==> src/rtl/arbiter_rr16_pkg.sv <==
// Shared constants and state encoding for the 16-way round-robin arbiter.
package arbiter_rr16_pkg;

    localparam int N_REQ = 16;
    localparam int IDX_W = 4;
    localparam int CNT_W = 8;

    // Saturation value of the per-grant hold counter.
    localparam logic [CNT_W-1:0] CNT_MAX = '1;

    typedef enum logic {
        IDLE  = 1'b0,
        GRANT = 1'b1
    } state_e;

endpackage

==> src/rtl/decoder_4_16.sv <==
// 4-to-16 one-hot decoder. The code word is {C, D, A, B} (C is the MSB),
// and output O(v+1) is high for code value v.
module decoder_4_16
    import arbiter_rr16_pkg::*;
(
    input  logic           A,
    input  logic           B,
    input  logic           C,
    input  logic           D,
    output logic [N_REQ:1] O
);

    assign O = N_REQ'(1) << {C, D, A, B};

endmodule

==> src/rtl/arbiter_rr16.sv <==
// Round-robin arbiter for 16 requesters. Grants one requester at a time,
// holds the grant until release, requester drop or timeout, then inserts
// one idle turnaround cycle and moves the priority pointer past the winner.
module arbiter_rr16
    import arbiter_rr16_pkg::*;
#(
    parameter logic [CNT_W-1:0] TIMEOUT = 8'd255
)
(
    input  logic             clk,
    input  logic             rst,
    input  logic [N_REQ-1:0] req,
    input  logic             rel,
    output logic [N_REQ-1:0] gnt,
    output logic [IDX_W-1:0] gnt_idx,
    output logic             busy,
    output logic             timeout_flag
);

    // Last hold_cnt value before the grant is revoked; only used when TIMEOUT != 0.
    localparam logic [CNT_W-1:0] TO_LAST = TIMEOUT - CNT_W'(1);

    state_e           state_q, state_d;
    logic [IDX_W-1:0] ptr_q, ptr_d;
    logic [IDX_W-1:0] idx_q, idx_d;
    logic [CNT_W-1:0] hold_q, hold_d;
    logic             flag_d;
    logic             rel_or_drop;
    logic             tmo_hit;
    logic [N_REQ:1]   dec_o;

    // Circular search: rotate so ptr sits at bit 0, take the lowest set bit,
    // then add ptr back (mod 16) to get the absolute requester index.
    function automatic logic [IDX_W-1:0] rr_pick(input logic [N_REQ-1:0] r,
                                                  input logic [IDX_W-1:0] p);
        logic [N_REQ-1:0] rot;
        logic [IDX_W-1:0] off;
        rot = N_REQ'({r, r} >> p);
        off = '0;
        for (int i = N_REQ - 1; i >= 0; i--) begin
            if (rot[i]) off = IDX_W'(i);
        end
        return off + p;
    endfunction

    // A holder-initiated end (strobe or dropped request) outranks the timeout.
    assign rel_or_drop = rel || !req[idx_q];
    assign tmo_hit     = (TIMEOUT != '0) && (hold_q == TO_LAST);

    // Next-state and next-value logic for the IDLE/GRANT machine.
    always_comb begin
        // NOTE: every signal gets its default first so no path leaves it unassigned (no latch).
        state_d = state_q;
        ptr_d   = ptr_q;
        idx_d   = idx_q;
        hold_d  = hold_q;
        flag_d  = 1'b0;
        case (state_q)
            IDLE: begin
                if (|req) begin
                    idx_d   = rr_pick(req, ptr_q);
                    hold_d  = '0;
                    state_d = GRANT;
                end
            end
            GRANT: begin
                hold_d = (hold_q == CNT_MAX) ? hold_q : hold_q + CNT_W'(1);
                if (rel_or_drop || tmo_hit) begin
                    state_d = IDLE;
                    ptr_d   = idx_q + IDX_W'(1);
                    flag_d  = tmo_hit && !rel_or_drop;
                end
            end
            default: state_d = IDLE;
        endcase
    end

    // State register with synchronous reset.
    always_ff @(posedge clk) begin
        // NOTE: non-blocking assignments so every register samples pre-edge values.
        if (rst) begin
            state_q      <= IDLE;
            ptr_q        <= '0;
            idx_q        <= '0;
            hold_q       <= '0;
            timeout_flag <= 1'b0;
        end else begin
            state_q      <= state_d;
            ptr_q        <= ptr_d;
            idx_q        <= idx_d;
            hold_q       <= hold_d;
            timeout_flag <= flag_d;
        end
    end

    decoder_4_16 u_dec (
        .A (idx_q[1]),
        .B (idx_q[0]),
        .C (idx_q[3]),
        .D (idx_q[2]),
        .O (dec_o)
    );

    assign busy    = (state_q == GRANT);
    assign gnt_idx = idx_q;
    assign gnt     = dec_o & {N_REQ{busy}};

endmodule

==> config.mk <==
export PLATFORM = sky130hd
export DESIGN_NAME = arbiter_rr16
export DESIGN_NICKNAME = d
export VERILOG_FILES = /design/src/rtl/arbiter_rr16_pkg.sv /design/src/rtl/decoder_4_16.sv /design/src/rtl/arbiter_rr16.sv
export SDC_FILE = /design/constraint.sdc
export NUM_CORES = 1
export LEC_CHECK = 0
export ABC_CLOCK_PERIOD_IN_PS = 9440
export BUFFER_PORTS_ARGS = -buffer_cell sky130_fd_sc_hd__buf_4
export CAP_MARGIN = 10
export CORE_UTILIZATION = 44
export CTS_CLUSTER_DIAMETER = 100
export DETAILED_ROUTE_END_ITERATION = 16
export GPL_ROUTABILITY_DRIVEN = 0
export GPL_TIMING_DRIVEN = 0
export RECOVER_POWER = 50
export SLEW_MARGIN = 20
export SYNTH_ARGS = -nofsm -noshare
export SYNTH_HDL_FRONTEND = slang
export SYNTH_SLANG_ARGS = --single-unit
==> constraint.sdc <==
create_clock -name clk -period 9.44 [get_ports clk]
set_input_delay 1.888 -clock clk [delete_from_list [all_inputs] [get_ports clk]]
set_output_delay 1.888 -clock clk [all_outputs]
set_load 0.02 [all_outputs]
==> results by group, run 1 <==
STA
  – Max-slew headroom at the worst pin: 0.478
  – Max-slew violation count: 0
  – Final period util: 0.524
  – Setup Viol. Count Final: 0
  – Fin Setup TNS: 0 ns
  – Clock Skew: 0.00533 ns
  – Tmin final: 4.95 ns
  – RSZ-0062 raised after global routing: no
  – Final Hold Viols: 0
  – Worst slew pin tran: 0.772 ns
  – Fmax: between 200 and 250 MHz

Pwr
  – Switching Share: 0.445
  – Sw power: 0.240 mW
  – Share of power burned in registers: 0.190
  – Cell Pwr Density: 191 nW/µm²
  – Gate power share: 0.697
  – Lkg Pwr: 1.10 nW
  – Clock share of power: 0.114
  – Worst VDD drop: between 0.09 and 0.1 mV
  – Internal power: approximately 0.3 mW

Place
  – I/O Buffers: 40
  – Post-DP Area: 2820 µm²
  – HPWL Detailed: roughly 4800 µm

Hold path
  – Hold crit path type: reg2reg

Clock network
  – Cts hold-fix bufs: 0
  – CTS tree: done
  – Setup repair bufs after CTS: 0
  – Worst skew pair latency: about 0.25 ns
  – Clock buffer depth: 2
  – Post_cts resized: 0
  – Clk pin slew, worst setup/hold paths: 0.06 ns
  – Cts bufs inserted: 3
  – Clock Root Buffer: clkbuf_8
  – Clock Sinks: 18
  – H-tree depth: 1

Routing
  – DR pass1 iterations: 4
  – DR iter-0 viols: 140
  – DR vias/cell: roughly 5.8
  – Post-Route WL: between 6000 and 7000 µm
  – # DRC: 0
  – Vias: 2186
  – Detail Route Antenna Nets: 0
  – Wire per inst: about 17 µm

Critical path
  – CP bufs+invs: 1
  – Crit Path Class: in2reg
  – Crit path required time: approximately 9.6 ns
  – CP Depth: 12
  – Worst reg2reg endpoint: gnt_idx[3]
  – Max FO, Critical Path: 7
  – Max stage delay on crit path: 0.56 ns
  – Arr. time, crit path: 5.08 ns
  – Critical path, cell by cell: clkbuf_1, mux4_2, mux2_2, o32ai_1, o221ai_1, a21oi_1, ha_1, a21o_1, a21oi_1, xor2_1, and2b_1, a211o_1
  – Reg2Reg Depth: 12
  – Worst R2R Start: ptr_q[1]
  – Worst setup startpoint: req[15]
  – Top delay family on crit path: compound AO/OA/AOI/OAI gates
  – CP max stage cell: mux4_2
  – Worst setup path end: gnt_idx[3]
  – R2R setup slack: roughly 5.6 ns
  – CP startpoint kind: input port
  – Worst setup EP type: register
  – Crit path top cell by count: a21oi_1

Yosys
  – Syn_area_per_cell: 9.29 µm²
  – Asr flop ratio synth: 0
  – Post-synthesis cell count: between 200 and 300
  – Yosys top cell area share: 0.148
  – Synthesized Nets: 293
  – FF+latch count, synth: 18
  – Post-synth EDFFs: 0
  – Top_reg_cell synth: dfxtp_1
  – Ys Warns: 0
  – Leading area contributor after synthesis: dfxtp_1
  – Unique masters post-synth: 64
  – Post-synthesis cell area: 2430 µm²
  – Largest cells by area after synthesis: dfxtp_1 15%, mux4_2 15%, mux2i_1 8.6%
  – Register area share after synthesis: 0.148

Global routing
  – Largest net degree at the start of global routing: 11
  – Congestion Overflow GR: 0
  – Initial antenna violation count: 0
  – Vias in the first global route: 2127
  – First-pass GRT wire length: 10700 µm
  – Total global-route track usage: 0.225

Cells and area
  – ANT cells: 0
  – Layout cells sized above 1: 0.261
  – Area Growth Syn to Fin: 16.2%
  – Nets: 338
  – Final instance area: roughly 2800 µm²
  – Filler Cells Inserted: 492

Die
  – Placement Rows: 26
  – Die Area: 5840 µm²
  – Core Area: about 5200 µm²
  – I/O pin cnt: between 40 and 50
  – Die width: 76.4 µm
  – Initial core utilization: 0.468
  – Die H: 76.4 µm

Status
  – Status: completed

Run
  – Max-cap violations: 0
## layer usage
| layer | up-vias | routed length, µm | global-route usage |
|---|---|---|---|
| li1 | 1086 | - | - |
| met1 | 1038 | 3080 | 0.329 |
| met2 | 60 | 2810 | 0.354 |
| met3 | 2 | 292 | 0.0359 |
| met4 | 0 | 25 | 0.0365 |
| met5 | - | 0 | 0 |
## through the flow
stage	power [mW]	setup WS, ns	hold WS [ns]	std cells	utilization
3_3_place_gp	0.483	4.24	0.504	372	0.542
4_1_cts	0.547	4.56	0.526	376	0.553
2_1_floorplan	0.391	4.85	0.472	262	-
6_report	0.541	4.49	0.524	376	0.544
5_1_grt	0.589	4.25	0.582	376	0.544
3_5_place_dp	0.481	4.31	0.507	372	0.542
## worst min-delay path: cells and delay by family, from the launching register on
family	cells	cell delay, ns
and+or+nand+nor	1	0.07
DFF	1	0.35
AOI/OAI and AO/OA	1	0.07
## power by group through the flow
| stage | sequential, mW | combinational, mW | clock (mW) |
|---|---|---|---|
| global route | 0.105 | 0.415 | 0.0692 |
| global placement | 0.105 | 0.378 | 0 |
| finish | 0.102 | 0.377 | 0.0614 |
| CTS | 0.103 | 0.380 | 0.0640 |
| detailed placement | 0.104 | 0.377 | 0 |
| floorplan | 0.100 | 0.291 | 0 |
## logic make-up after synthesis
| kind of cell | Yosys count | share of synthesized area |
|---|---|---|
| AO/OA/AOI/OAI | 48 | 0.162 |
| flip-flops | 18 | 0.148 |
| multiplexers | 52 | 0.336 |
| XOR/XNOR | 8 | 0.0288 |
| buffers and inverters | 28 | 0.0673 |
| adder cells (fa/ha/maj) | 12 | 0.0647 |
| AND/OR/NAND/NOR | 96 | 0.193 |
## cell usage in the layout (no fill, tap or decap), drive strengths merged, types with 2 or more instances in the layout
master  count
xnor2       4
mux2i      21
nor3b       3
and3        3
nor2       41
xor2        4
mux4       21
nor4        5
buf        36
a21oi      11
dfxtp      18
inv         7
nand4       5
a211oi      9
ha         11
o21a        3
o211ai      2
o21ai       2
or3         2
a21o        3
nand2b      3
nor3        4
clkbuf     27
clkinv      2
nand3       3
nor2b       2
or2         3
nand2      16
a211o       3
mux2       10
and4        2
## state kept, by name, indices dropped and copies added (netlist names)
signal        flops
gnt_idx           4
hold_q            8
ptr_q             4
busy              1
timeout_flag      1
## cell usage after synthesis, drive strengths merged (3+ instances only)
| library cell | n |
|---|---|
| a21oi | 11 |
| xor2 | 4 |
| a211oi | 9 |
| clkbuf | 8 |
| mux2i | 21 |
| and3 | 3 |
| nand4 | 5 |
| nor3b | 3 |
| inv | 7 |
| xnor2 | 4 |
| a211o | 3 |
| nand2 | 16 |
| ha | 11 |
| nand2b | 3 |
| dfxtp | 18 |
| nor2 | 41 |
| o21a | 3 |
| a21o | 3 |
| nor4 | 5 |
| mux4 | 21 |
| nor3 | 4 |
| or2 | 3 |
| mux2 | 10 |
| buf | 11 |
| nand3 | 3 |
## worst min path at each step
stage / slack [ns] / start / cells after the start / to
finish: 0.52 / hold_q[5] / 2 / hold_q[5]
global route: 0.58 / hold_q[6] / 2 / timeout_flag
CTS: 0.53 / hold_q[5] / 2 / hold_q[5]
detailed placement: 0.51 / hold_q[5] / 2 / hold_q[5]
global placement: 0.50 / hold_q[5] / 2 / hold_q[5]
floorplan: 0.47 / hold_q[5] / 2 / hold_q[5]
## area by class of cell
type,count,area (µm²),share of cell area
inverters,9,33.8,0.0119
clock buffers,4,55.1,0.0195
well taps,70,87.6,0.0310
flip-flops and latches,18,360,0.127
plain buffers,19,130,0.0460
multi-input cells,216,1910,0.674
repair buffers,40,255,0.0902
Power figures use the tool's default switching activity.
==> inputs of run 2 (changes only) <==
--- a/config.mk
+++ b/config.mk
@@ -5,7 +5,7 @@
 export SDC_FILE = /design/constraint.sdc
 export NUM_CORES = 1
 export LEC_CHECK = 0
-export ABC_CLOCK_PERIOD_IN_PS = 9440
+export ABC_CLOCK_PERIOD_IN_PS = 4700
 export BUFFER_PORTS_ARGS = -buffer_cell sky130_fd_sc_hd__buf_4
 export CAP_MARGIN = 10
 export CORE_UTILIZATION = 44
==> constraint.sdc (replaced) <==
create_clock -name clk -period 4.7 [get_ports clk]
set_input_delay 0.94 -clock clk [delete_from_list [all_inputs] [get_ports clk]]
set_output_delay 0.94 -clock clk [all_outputs]
set_load 0.02 [all_outputs]
==> results by group, run 2 (synthesized netlist as in run 1, its figures left out) <==
Clock network
  – Setup repair bufs after CTS: 0 (unchanged)
  – Clock Sinks: 18 (unchanged)
  – Clock buffer depth: 2 (unchanged)
  – H-tree depth: 1 (unchanged)
  – Cts hold-fix bufs: 0 (unchanged)
  – Clk pin slew, worst setup/hold paths: 0.06 ns (about the same)
  – CTS tree: done
  – Post_cts resized: 0 (unchanged)
  – Cts bufs inserted: 3 (unchanged)
  – Clock Root Buffer: clkbuf_8
  – Worst skew pair latency: 0.25 ns (about the same)

Global routing
  – Congestion Overflow GR: 0 (unchanged)
  – Total global-route track usage: 0.225 (unchanged)
  – Largest net degree at the start of global routing: 11 (unchanged)
  – Vias in the first global route: 2127 (unchanged)
  – First-pass GRT wire length: 10700 µm (unchanged)
  – Initial antenna violation count: 0 (unchanged)

STA
  – Fin Setup TNS: 0 ns (unchanged)
  – Setup Viol. Count Final: 0 (unchanged)
  – Worst-case hold slack: 0.528 ns (+0.00392 ns)
  – RSZ-0062 raised after global routing: no
  – Final period util: 0.835
  – Max-slew violation count: 0 (unchanged)
  – Fmax: about 250 MHz
  – Worst slew pin tran: 0.776 ns (+0.00345 ns)
  – Final Hold Viols: 0 (unchanged)
  – Clock Skew: 0.00494 ns (-0.000393 ns)
  – Tmin final: about 3.9 ns
  – Max-slew headroom at the worst pin: 0.476 (-0.00233)

Cells and area
  – Commonest non-fill, non-tap cell in the layout: nor2_1
  – ANT cells: 0 (unchanged)
  – Post-route insts no fill: 376 (unchanged)
  – Layout cells sized above 1: 0.265 (+0.00327)
  – Most frequent cells in the layout: 41 x nor2_1, 31 x buf_4, 21 x mux2i_1, 19 x clkbuf_1, 18 x dfxtp_1
  – Area Growth Syn to Fin: 16.3%
  – Final core utilization: 0.544 (+0.000721)
  – Max reg flops: 8 (unchanged)
  – Largest Register: hold_q
  – Nets: 338 (unchanged)

Status
  – Status: completed

Routing
  – Vias: 2190 (+0.18%)
  – Post-Route WL: 6210 µm (about the same)
  – # DRC: 0 (unchanged)
  – Detail Route Antenna Nets: 0 (unchanged)
  – DR pass1 iterations: 4 (unchanged)
  – DR iter-0 viols: 141 (+0.71%)
  – Wire per inst: 16.5 µm (about the same)
  – DR vias/cell: 5.82 (+0.18%)

Critical path
  – Crit path top cell by count: a21oi_1
  – Crit Path Class: in2reg
  – Top delay family on crit path: compound AO/OA/AOI/OAI gates
  – Max stage delay on crit path: 0.54 ns (-0.02 ns)
  – CP startpoint kind: input port
  – Critical path, cell by cell: buf_4, mux4_2, mux2_2, o32ai_1, o221ai_1, a21oi_1, ha_1, a21o_1, a21oi_1, xor2_1, and2b_1, a211o_1
  – Arr. time, crit path: 4.06 ns (-1.02 ns)
  – Crit path required time: 4.84 ns (-4.74 ns)
  – Worst setup EP type: register
  – CP bufs+invs: 1 (unchanged)
  – CP max stage cell: mux4_2
  – Max FO, Critical Path: 7 (unchanged)
  – R2R setup slack: 0.89 ns (-4.73 ns)

Place
  – Placed Cells incl. Taps: 372 (unchanged)
  – HPWL Detailed: 4840 µm (unchanged)
  – I/O Buffers: 40 (unchanged)

Die
  – I/O pin cnt: 41 (unchanged)
  – Placement Rows: 26 (unchanged)
  – Initial core utilization: 0.468 (unchanged)
  – Die H: 76.4 µm (unchanged)
  – Die Area: 5840 µm² (unchanged)
  – Die width: 76.4 µm (unchanged)
  – Core Area: 5200 µm² (unchanged)

Run
  – Max-cap violations: 0 (unchanged)

Pwr
  – Lkg Pwr: 1.10 nW (about the same)
  – Cell Pwr Density: 384 nW/µm² (+100%)
  – Worst VDD drop: 0.188 mV (+100%)

Hold path
  – Hold crit path type: reg2reg
run 2: cell count changes in the layout (fill, tap and decap cells not counted):
cell,before,now
a21oi_1,11,10
a21oi_2,0,1
run 2: per-layer routing:
| metal | up-vias | GRT usage | part of all wire |
|---|---|---|---|
| met4 | 0 | 0.0365 | 0.0045 |
| li1 | 1085 | - | - |
| met2 | 57 | 0.354 | 0.45 |
| met1 | 1046 | 0.329 | 0.49 |
| met3 | 2 | 0.0359 | 0.047 |
| met5 | - | 0 | 0 |
run 2: final timing paths:
check / from / to / cells after the start
min reg2reg: hold_q[5] / hold_q[5] / 2
max reg2reg: ptr_q[1] / gnt_idx[3] / 12
max: req[14] / gnt_idx[3] / 12
min: hold_q[5] / hold_q[5] / 2
run 2: tightest hold or removal path: cells and delay by family (launching register included):
family	cells	cell delay [ns]
compound gates	1	0.07
flops	1	0.35
simple gates	1	0.08
run 2: power by group:
group,internal [mW],total (mW),switching (mW)
registers,0.174,0.206,0.0319
clock network,0.0743,0.123,0.0487
logic,0.356,0.759,0.403
total,0.604,1.09,0.484
run 2: cell type report:
class / instances / area (µm²)
Sequential cell: 18 / 360
Multi-Input combinational cell: 216 / 1910
Timing Repair Buffer: 40 / 255
Fill cell: 495 / 2370
Clock buffer: 4 / 55.1
Inverter: 9 / 33.8
Tap cell: 70 / 87.6
Buffer: 19 / 130
run 2: through the flow:
step	total power, mW	setup WS (ns)	area, µm²
floorplan	0.785	1.06	2430
global placement	0.970	0.444	2820
detailed placement	0.967	0.517	2820
CTS	1.10	0.767	2880
global route	1.18	0.535	2830
finish	1.09	0.777	2830
==> inputs of run 3 (changes only) <==
--- a/config.mk
+++ b/config.mk
@@ -5,7 +5,8 @@
 export SDC_FILE = /design/constraint.sdc
 export NUM_CORES = 1
 export LEC_CHECK = 0
-export ABC_CLOCK_PERIOD_IN_PS = 4700
+export ABC_AREA = 1
+export ABC_CLOCK_PERIOD_IN_PS = 3250
 export BUFFER_PORTS_ARGS = -buffer_cell sky130_fd_sc_hd__buf_4
 export CAP_MARGIN = 10
 export CORE_UTILIZATION = 44
@@ -13,6 +14,7 @@
 export DETAILED_ROUTE_END_ITERATION = 16
 export GPL_ROUTABILITY_DRIVEN = 0
 export GPL_TIMING_DRIVEN = 0
+export PLACE_DENSITY = 0.68
 export RECOVER_POWER = 50
 export SLEW_MARGIN = 20
 export SYNTH_ARGS = -nofsm -noshare
==> constraint.sdc (replaced) <==
create_clock -name clk -period 3.25 [get_ports clk]
set_input_delay 0.65 -clock clk [delete_from_list [all_inputs] [get_ports clk]]
set_output_delay 0.65 -clock clk [all_outputs]
set_load 0.02 [all_outputs]
==> results by group, run 3 <==
Status
  – Status: completed

Clock network
  – H-tree depth: 1 (unchanged)
  – Clock buffer depth: 2 (unchanged)
  – Cts bufs inserted: 3 (unchanged)
  – Worst skew pair latency: 0.25 ns (about the same)
  – Clk pin slew, worst setup/hold paths: 0.07 ns (about the same)
  – Clock Root Buffer: clkbuf_8
  – CTS tree: done
  – Clock Sinks: 18 (unchanged)

Global routing
  – Initial antenna violation count: 0 (unchanged)
  – First-pass GRT wire length: 10500 µm (-1.7%)
  – Total global-route track usage: 0.249 (+0.0239)
  – Largest net degree at the start of global routing: 11 (unchanged)
  – Vias in the first global route: 2401 (+13%)
  – Congestion Overflow GR: 0 (unchanged)

Run
  – Max-cap violations: 0 (unchanged)

Yosys
  – Largest cells by area after synthesis: nand2_1 16%, dfxtp_1 16%, nand3_1 16%
  – Post-synth EDFFs: 0 (unchanged)
  – Leading area contributor after synthesis: nand2_1
  – Register area share after synthesis: 0.162 (+0.0143)
  – Unique masters post-synth: 38 (-41%)
  – Post-synthesis cell area: 2220 µm² (-8.8%)
  – Most frequent cells after synthesis: 97 x nand2_1, 69 x nand3_1, 36 x nor2_1
  – Asr flop ratio synth: 0 (unchanged)
  – Ys Warns: 0 (unchanged)
  – Synthesized Nets: 411 (+40%)
  – Post-synthesis cell count: 380 (+45%)
  – FF+latch count, synth: 18 (unchanged)
  – Syn_area_per_cell: 5.84 µm² (-37%)
  – Yosys top cell area share: 0.164 (+0.0160)
  – Top-count cell post-synth: nand2_1
  – Top_reg_cell synth: dfxtp_1

Critical path
  – Crit path required time: 3.38 ns (-1.46 ns)
  – Max FO, Critical Path: 10 (+3)
  – CP startpoint kind: register
  – Crit Path Class: reg2reg
  – Worst setup EP type: register
  – Arr. time, crit path: 3.09 ns (-0.97 ns)

Pwr
  – Sw power: 1.17 mW (+140%)
  – Internal power: 0.985 mW (+63%)
  – Cell Pwr Density: 806 nW/µm² (+110%)
  – Lkg Pwr: 1.25 nW (+14%)
  – Switching Share: 0.544 (+0.0987)
  – Gate power share: 0.766 (+0.068)
  – Worst VDD drop: 0.341 mV (+81%)
  – Share of power burned in registers: 0.151 (-0.038)
  – Clock share of power: 0.083 (-0.030)

Routing
  – DR vias/cell: 5.37 (-7.9%)
  – DR pass1 iterations: 5 (+1)
  – DR iter-0 viols: 265 (+88%)
  – Wire per inst: 12.7 µm (-23%)
  – Vias: 2640 (+21%)
  – Detail Route Antenna Nets: 0 (unchanged)
  – # DRC: 0 (unchanged)
  – Post-Route WL: 6270 µm (+1.0%)

Cells and area
  – Area Growth Syn to Fin: 20.6%
  – Nets: 457 (+35%)
  – Largest Register: hold_q
  – Max reg flops: 8 (unchanged)
  – Most frequent cells in the layout: 96 x nand2_1, 66 x nand3_1, 36 x nor2_1, 34 x buf_4, 31 x inv_1
  – Commonest non-fill, non-tap cell in the layout: nand2_1
  – ANT cells: 0 (unchanged)
  – Post-route insts no fill: 492 (+31%)
  – Layout cells sized above 1: 0.195 (-0.0694)

Hold path
  – Hold crit path type: reg2reg

Place
  – I/O Buffers: 40 (unchanged)
  – HPWL Detailed: 5110 µm (+5.5%)
  – Placed Cells incl. Taps: 487 (+31%)

STA
  – Setup Viol. Count Final: 0 (unchanged)
  – Final Hold Viols: 0 (unchanged)
  – Max-slew headroom at the worst pin: 0.615 (+0.140)
  – Fmax: 338 MHz
  – Clock Skew: 0.00273 ns (-0.00221 ns)
  – Worst slew pin tran: 0.577 ns (-0.199 ns)
  – Tmin final: between 2 and 3 ns
  – Final period util: 0.910
  – Max-slew violation count: 0 (unchanged)
  – Worst-case hold slack: 0.465 ns (-0.0636 ns)

Die
  – Die width: 73.0 µm (-4.4%)
  – Die Area: 5330 µm² (-8.6%)
  – Die H: 73.0 µm (-4.4%)
  – Core Area: 4790 µm² (-8.1%)
  – Placement Rows: 25 (-3.8%)
  – Initial core utilization: 0.464 (-0.00400)
  – I/O pin cnt: 41 (unchanged)
run 3: cell count changes in the layout (fill, tap and decap cells not counted), sizes merged, moves of 5 or more:
cell	previous run	this run
a211oi	9	0
nand3	3	72
mux2i	21	2
mux2	10	0
mux4	21	0
nand2	16	104
inv	7	38
clkbuf	27	21
buf	36	41
o21ai	2	34
a21oi	11	18
run 3: layer usage:
| metal | routed length, µm | vias up | GRT usage |
|---|---|---|---|
| li1 | - | 1366 | - |
| met1 | 2820 | 1160 | 0.310 |
| met2 | 2980 | 98 | 0.442 |
| met3 | 299 | 16 | 0.0166 |
| met4 | 178 | 0 | 0.102 |
| met5 | 0 | - | 0 |
run 3: final timing paths:
path / startpoint / end / slack [ns] / cells past startpoint
worst min register to register: hold_q[7] / hold_q[7] / 0.46 / 1
worst max-delay path: ptr_q[1] / gnt_idx[1] / 0.29 / 25
worst max register to register: ptr_q[1] / gnt_idx[1] / 0.29 / 25
worst min-delay path: hold_q[7] / hold_q[7] / 0.46 / 1
run 3: final cells by class:
cell class,count,area (µm²)
inverters,38,150
fillers,521,2110
repair buffers,41,274
plain buffers,17,148
multi-input cells,307,1600
flip-flops and latches,18,365
clock buffers,4,55.1
well taps,67,83.8
run 3: worst max-delay path, cell delays in order (launching register included):
cell and delay, ns:
dfxtp_4 0.36, buf_6 0.14, inv_4 0.09, buf_6 0.16, nand3_1 0.14, nand3_2 0.10
nand3_1 0.11, nand2_1 0.09, nand2_1 0.05, nand2_1 0.05, nand2_1 0.05, nand2_1 0.06
nand2_1 0.04, nand2_1 0.05, nand2_1 0.04, nand2_1 0.05, nand2_1 0.05, nand2_1 0.05
nand2_1 0.05, nand2_1 0.05, nand2_1 0.06, a21oi_2 0.15, ha_2 0.21, fa_1 0.42
o21ai_1 0.16, a21oi_1 0.05
run 3: cell families after synthesis:
group                    after synthesis  synth area share
AO/OA/AOI/OAI                         62             0.160
XOR/XNOR                               4            0.0158
adder cells (fa/ha/maj)               12            0.0710
buffers and inverters                 55             0.127
flip-flops                            18             0.162
multiplexers                           2           0.00902
AND/OR/NAND/NOR                      227             0.455
run 3: power by group through the flow:
| stage | registers (mW) | logic, mW | clock network (mW) |
|---|---|---|---|
| 2_1_floorplan | 0.315 | 1.23 | 0 |
| 3_3_place_gp | 0.329 | 1.59 | 0 |
| 3_5_place_dp | 0.328 | 1.60 | 0 |
| 4_1_cts | 0.322 | 1.61 | 0.184 |
| 5_1_grt | 0.334 | 1.86 | 0.196 |
| 6_report | 0.326 | 1.65 | 0.179 |
run 3: stage by stage:
step	utilization	cell area [µm²]	TNS [ns]	setup slack (ns)	total power, mW
after floorplan	-	2220	0	0.548	1.54
after global placement	0.544	2600	0	0.129	1.92
after detailed placement	0.544	2600	0	0.131	1.93
after CTS	0.556	2660	0	0.217	2.12
after global routing	0.559	2680	-0.00707	-0.00707	2.39
final	0.559	2680	0	0.292	2.16
run 3: timing repair:
action                     CTS  global route
setup buffers                0             1
setup endpoints to repair    0             3
hold buffers                 0             0
resized for setup            0            16
